## src/rtl/onn_pkg.sv

```systemverilog
// Shared constants and FSM state type for the oscillatory neural network array.
package onn_pkg;

    localparam int NUM_NEURONS    = 15;
    localparam int PHASE_BITS     = 4;
    localparam int STABLE_PERIODS = 4;
    localparam int MAX_PERIODS    = 64;

    localparam int P       = 2 ** PHASE_BITS;
    localparam int HALF    = P / 2;
    localparam int QUARTER = P / 4;

    typedef enum logic [1:0] {
        IDLE = 2'd0,
        RUN  = 2'd1,
        DONE = 2'd2
    } state_t;

endpackage

```

## src/rtl/onn_phase_neuron.sv

```systemverilog
// One digital phase oscillator: phase register, nin edge detector, bang-bang
// +/-1 phase correction and square-wave output decode against the shared counter.
module onn_phase_neuron #(
    parameter int PHASE_BITS = 4
) (
    input  logic                  clk,
    input  logic                  rst,
    input  logic                  i_load,
    input  logic                  i_load_inphase,
    input  logic                  i_en,
    input  logic [PHASE_BITS-1:0] i_cnt,
    input  logic                  i_nin,
    output logic                  o_nout,
    output logic                  o_upd,
    output logic [PHASE_BITS-1:0] o_phase
);

    localparam logic [PHASE_BITS-1:0] HALF_V = PHASE_BITS'(2 ** (PHASE_BITS - 1));
    localparam logic [PHASE_BITS-1:0] ONE_V  = PHASE_BITS'(1);

    logic [PHASE_BITS-1:0] r_phase;
    logic                  r_nin_q;
    logic [PHASE_BITS-1:0] w_d;
    logic                  w_rise;

    // d's MSB clear means the counter is in the first half-period after our phase.
    assign w_d     = i_cnt - r_phase;
    assign w_rise  = i_nin & ~r_nin_q;
    assign o_nout  = ~w_d[PHASE_BITS-1];
    assign o_upd   = i_en & w_rise & (w_d != '0);
    assign o_phase = r_phase;

    always_ff @(posedge clk or posedge rst) begin
        if (rst) begin
            r_phase <= '0;
            r_nin_q <= 1'b0;
        end else begin
            r_nin_q <= i_nin;
            if (i_load) begin
                r_phase <= i_load_inphase ? '0 : HALF_V;
            end else if (o_upd) begin
                r_phase <= w_d[PHASE_BITS-1] ? (r_phase - ONE_V) : (r_phase + ONE_V);
            end
        end
    end

endmodule

```

## src/rtl/onn_neuron_array.sv

```systemverilog
// Oscillator array with shared phase counter, convergence/timeout FSM and pattern readout.
// Define ONN_PHASE_DBG_EN to expose the registered phases on phase_dbg.
module onn_neuron_array
    import onn_pkg::*;
#(
    parameter int NUM_NEURONS    = onn_pkg::NUM_NEURONS,
    parameter int PHASE_BITS     = onn_pkg::PHASE_BITS,
    parameter int STABLE_PERIODS = onn_pkg::STABLE_PERIODS,
    parameter int MAX_PERIODS    = onn_pkg::MAX_PERIODS
) (
    input  logic                             clk,
    input  logic                             rst,
    input  logic                             start,
    input  logic [0:NUM_NEURONS-1]           pattern_in,
    input  logic [0:NUM_NEURONS-1]           nin,
    output logic [0:NUM_NEURONS-1]           nout,
    output logic                             busy,
    output logic                             done,
    output logic                             timeout,
    output logic [0:NUM_NEURONS-1]           result_pattern
`ifdef ONN_PHASE_DBG_EN
    ,
    output logic [NUM_NEURONS*PHASE_BITS-1:0] phase_dbg
`endif
);

    localparam int SW = $clog2(STABLE_PERIODS + 1);
    localparam int PW = $clog2(MAX_PERIODS + 1);

    state_t                r_state;
    state_t                w_state_next;
    logic [PHASE_BITS-1:0] r_cnt;
    logic                  r_warm;
    logic                  r_upd_seen;
    logic [SW-1:0]         r_stable_cnt;
    logic [PW-1:0]         r_periods;
    logic                  r_timeout;
    logic [0:NUM_NEURONS-1] r_result;

    logic                  w_load;
    logic                  w_en;
    logic                  w_period_end;
    logic                  w_upd_period;
    logic [SW-1:0]         w_stable_next;
    logic [PW-1:0]         w_periods_next;
    logic                  w_converged;
    logic                  w_timed_out;
    logic [0:NUM_NEURONS-1] w_upd;
    logic [0:NUM_NEURONS-1] w_result;
    logic [PHASE_BITS-1:0] w_phase [NUM_NEURONS];

    assign w_load = (r_state == IDLE) && start;
    assign w_en   = (r_state == RUN) && !r_warm;

    genvar gi;
    generate
        for (gi = 0; gi < NUM_NEURONS; gi++) begin : g_neuron
            logic [PHASE_BITS-1:0] w_diff;

            onn_phase_neuron #(
                .PHASE_BITS(PHASE_BITS)
            ) u_neuron (
                .clk            (clk),
                .rst            (rst),
                .i_load         (w_load),
                .i_load_inphase (pattern_in[gi]),
                .i_en           (w_en),
                .i_cnt          (r_cnt),
                .i_nin          (nin[gi]),
                .o_nout         (nout[gi]),
                .o_upd          (w_upd[gi]),
                .o_phase        (w_phase[gi])
            );

            // Within a quarter period of neuron 0 either way <=> top two diff bits equal.
            assign w_diff       = w_phase[gi] - w_phase[0];
            assign w_result[gi] = (w_diff[PHASE_BITS-1] == w_diff[PHASE_BITS-2]);

`ifdef ONN_PHASE_DBG_EN
            assign phase_dbg[gi*PHASE_BITS +: PHASE_BITS] = w_phase[gi];
`endif
        end
    endgenerate

    assign w_period_end   = (r_state == RUN) && (r_cnt == '1);
    assign w_upd_period   = r_upd_seen | (|w_upd);
    assign w_stable_next  = w_upd_period ? '0 : (r_stable_cnt + SW'(1));
    assign w_periods_next = r_periods + PW'(1);
    assign w_converged    = w_period_end && !r_warm && (w_stable_next == SW'(STABLE_PERIODS));
    assign w_timed_out    = w_period_end && !r_warm && (w_periods_next == PW'(MAX_PERIODS));

    always_ff @(posedge clk or posedge rst) begin
        if (rst) begin
            r_state <= IDLE;
        end else begin
            r_state <= w_state_next;
        end
    end

    always_comb begin
        w_state_next = r_state;
        case (r_state)
            IDLE:    if (start) w_state_next = RUN;
            RUN:     if (w_converged || w_timed_out) w_state_next = DONE;
            DONE:    w_state_next = IDLE;
            default: w_state_next = IDLE;
        endcase
    end

    always_comb begin
        busy    = (r_state == RUN);
        done    = (r_state == DONE);
        timeout = (r_state == DONE) && r_timeout;
    end

    assign result_pattern = r_result;

    always_ff @(posedge clk or posedge rst) begin
        if (rst) begin
            r_cnt        <= '0;
            r_warm       <= 1'b0;
            r_upd_seen   <= 1'b0;
            r_stable_cnt <= '0;
            r_periods    <= '0;
            r_timeout    <= 1'b0;
            r_result     <= '0;
        end else if (w_load) begin
            r_cnt        <= '0;
            r_warm       <= 1'b1;
            r_upd_seen   <= 1'b0;
            r_stable_cnt <= '0;
            r_periods    <= '0;
            r_timeout    <= 1'b0;
        end else if (r_state == RUN) begin
            r_cnt <= r_cnt + PHASE_BITS'(1);
            if (w_period_end) begin
                r_upd_seen <= 1'b0;
                if (r_warm) begin
                    r_warm <= 1'b0;
                end else begin
                    r_stable_cnt <= w_stable_next;
                    r_periods    <= w_periods_next;
                end
            end else begin
                r_upd_seen <= w_upd_period;
            end
            if (w_converged || w_timed_out) begin
                r_result  <= w_result;
                r_timeout <= !w_converged;
            end
        end
    end

endmodule

```

## config.mk

```make
export PLATFORM = sky130hd
export DESIGN_NAME = onn_neuron_array
export DESIGN_NICKNAME = d
export VERILOG_FILES = /design/src/rtl/onn_pkg.sv /design/src/rtl/onn_phase_neuron.sv /design/src/rtl/onn_neuron_array.sv
export SDC_FILE = /design/constraint.sdc
export NUM_CORES = 1
export LEC_CHECK = 0
export ABC_AREA = 1
export BUFFER_PORTS_ARGS = -buffer_cell sky130_fd_sc_hd__buf_2
export CELL_PAD_IN_SITES_DETAIL_PLACEMENT = 0
export CELL_PAD_IN_SITES_GLOBAL_PLACEMENT = 1
export CORE_AREA = 5 5 145 147
export CTS_BUF_LIST = sky130_fd_sc_hd__clkbuf_4
export DETAILED_ROUTE_END_ITERATION = 10
export DIE_AREA = 0 0 150 152
export PLACE_DENSITY = 0.83
export SYNTH_ARGS = -nofsm -noshare
export SYNTH_HDL_FRONTEND = slang
export SYNTH_SLANG_ARGS = --single-unit
```

## constraint.sdc

```tcl
create_clock -name clk -period 4.5 [get_ports clk]
set_input_delay 0.9 -clock clk [delete_from_list [all_inputs] [get_ports clk]]
set_output_delay 0.9 -clock clk [all_outputs]
set_load 0.005 [all_outputs]
```

==> reports/metrics.csv <==
metric;value;unit
headroom to the max-slew limit;46.5;%
worst skew pair latency;0.53;ns
number of hold-repair buffers added at the cts stage;0;
# Post-CTS Setup Buffers;0;
Arr. time, crit path;2.62;ns
critical path startpoint category;flop;
share of total power in combinational logic;74.5;%
PwrDens;837;mW/mm^2
Switch Pwr;4380;uW
area leader, netlist;dfrtp_1;
Clock Power Share;6.1;%
R2R Setup Slk;1.07;ns
register area share after synthesis;29.7;%
ys async rst share;100;%
cts bufs inserted;9;
CP Class;flop to output port;
H-tree level count;3;
largest net degree at the start of global routing;61;
status;complete, no violations;
antenna violations before repair;1;
Synth top cells by count;nand2_1 (212), inv_1 (175), dfrtp_1 (109), ha_1 (107), xor2_1 (75);
max-cap violations;0;
final period utilization;78.2;%
Die Area;0.0228;mm^2
Yosys reg bits;109;
synth warn;0;
setup violators final;0;
layout cells sized above 1;10.6;%
most common cell in the netlist;nand2_1;
routed wire length;21900;um
Hold Crit Class;primary input to flop;
Synth Cell Area;0.00918;mm^2
first-pass GRT wire length;36800;um
CP endpoint kind;output port;
Peak Freq;0.284;GHz
CP required;3.60;ns
Final min period;3.52;ns
Distinct cells, synth;44;
top-area cell type share of the netlist area;29.7;%
Reg power frac;19.4;%
leakage;0.00513;uW
Fillers;1991;
RD Place Congestion;0.823;
P&R area growth vs syn;7.19;%
Detailed Route Iter0 Violations;329;
Post-Synthesis Cells;1117;
grt total ovfl;0;
Post-route DRC;0;
ys flop type;dfrtp_1;
drt via density;4.98;
Post-synth EDFFs;0;
Post-Syn Area per Cell;8.21;um^2
setup_tns;0;ns
footprint of the multi-input gates;0.00556;mm^2
Worst R2R End;result_pattern[5];
Buffers on Ports;65;
RSZ-0062 raised after global routing;false;
via count;7218;
ranking of synthesized cells by area;dfrtp_1 (30%), ha_1 (15%), nand2_1 (8.7%);
row cnt;52;
clk root buf;clkbuf_4;
WL per Instance;15.1;um
Worst Clk Skew;0.0258;ns
final hold vios;0;
vias in the first global route;7345;
FF-to-FF path depth;18;
Min Hold Slack;0.462;ns
Nets;1344;
switch share;53.2;%
Int Pwr;3850;uW
CTS tree;done;
Crit. Startpoint;r_cnt[1];
synthesized net count;1287;
remaining antenna violation count;0;
CP Max Fanout;17;
Max Slew Vio Count;0;
1st-pass router iterations;4;
actual slew at the worst max-slew pin;0.803;ns
Starting Density;46.4;%
worst-case clock buffer depth;2;
VDD IR max;0.460;mV
clock-pin slew on the worst setup and hold paths;0.20;ns
GRT Resource Usage Total;20.1;%
r2r startpoint;r_cnt[0];
CTS sink cnt;109;
Resize count post-CTS;0;
post-detail-place hpwl;16200;um
Die Height;152;um
core area;0.0198;mm^2
width of the die;150;um
Ports;66;
critical path endpoint;nout[11];
Storage cell area;0.00273;mm^2
-- flip-flops by register name, indices dropped and copies added, names as in the netlist --
name                       cells
g_neuron.u_neuron.o_phase     60
g_neuron.u_neuron.r_nin_q     15
r_cnt                          4
r_periods                      7
r_stable_cnt                   3
r_state                        2
r_timeout                      1
r_upd_seen                     1
r_warm                         1
result_pattern                15
-- worst min-delay path by stage --
| stage | endpoint | depth (start not counted) | startpoint | slack [ns] |
|---|---|---|---|---|
| 3_5_place_dp | result_pattern[0] | 1 | result_pattern[0] | 0.45 |
| 5_1_grt | g_neuron[11].u_neuron.r_nin_q | 1 | nin[11] | 0.44 |
| 6_report | g_neuron[13].u_neuron.r_nin_q | 1 | nin[13] | 0.46 |
| 4_1_cts | g_neuron[12].u_neuron.r_nin_q | 1 | nin[12] | 0.44 |
| 3_3_place_gp | result_pattern[0] | 1 | result_pattern[0] | 0.45 |
| 2_1_floorplan | result_pattern[0] | 1 | result_pattern[0] | 0.46 |
-- cells in the final DEF, fill, tap and decap left out, drive strengths merged, types with 8 or more instances in the layout --
cell type  instances
o22ai             33
inv              182
buf               76
nand2            224
nor3b             17
o211ai             8
xor2              76
nor2              72
ha               107
nor3               8
xnor2             30
fa                30
clkbuf            10
o21ai             54
nand3             76
dfrtp            109
a21oi             35
-- routing by layer --
metal  wire length (um)  vias to the layer above  global-route usage, %
met5                  0                        -                      0
met4                284                        0                   5.05
met3               1160                       17                   2.80
met2              10000                      121                   32.9
met1              10400                     3354                   28.1
li1                   -                     3726                      -
-- cells by family (layout without fill, tap and decap cells) --
group | after synthesis | count (layout) | share of synthesized area (%)
other | 0 | 1 | 0
buffers and inverters | 209 | 271 | 9.64
XOR/XNOR | 106 | 106 | 10.2
adder cells (fa/ha/maj) | 137 | 137 | 21.1
flip-flops | 109 | 109 | 29.7
AO/OA/AOI/OAI | 144 | 144 | 9.08
AND/OR/NAND/NOR | 412 | 412 | 20.2
-- through the flow --
stage | power, uW | worst slack (ns) | utilization (%) | cell area, um^2 | instances
2_1_floorplan | 6560 | 0.726 | - | 9180 | 1117
3_3_place_gp | 7690 | 1.18 | 49.1 | 9710 | 1433
3_5_place_dp | 7800 | 1.05 | 49.1 | 9710 | 1433
4_1_cts | 8340 | 0.881 | 49.7 | 9830 | 1449
5_1_grt | 9370 | 0.734 | 49.7 | 9830 | 1450
6_report | 8230 | 0.983 | 49.7 | 9830 | 1450
-- layout make-up --
| cell class | instances | share of cell area, % |
|---|---|---|
| clock buffers | 10 | 0.763 |
| multi-input cells | 799 | 56.6 |
| well taps | 270 | 3.44 |
| inverters | 179 | 6.86 |
| flip-flops and latches | 109 | 27.7 |
| clock inverters | 6 | 0.458 |
| diodes | 1 | 0.0254 |
| repair buffers | 76 | 4.15 |
-- critical path: stages, from the launching register on --
cell     delay (ns)
dfrtp_2        0.68
buf_4          0.38
ha_1           0.28
nand3_1        0.08
nand2_1        0.09
or2_1          0.23
nand2_1        0.12
inv_1          0.09
buf_2          0.13
-- power by group through the flow --
stage	logic (uW)	registers [uW]	clock network [uW]
3_5_place_dp	6180	1630	0
4_1_cts	6210	1600	520
2_1_floorplan	5020	1550	0
3_3_place_gp	6070	1620	0
6_report	6130	1600	502
5_1_grt	7170	1650	551
No activity file was read; power rests on OpenSTA's default activity.
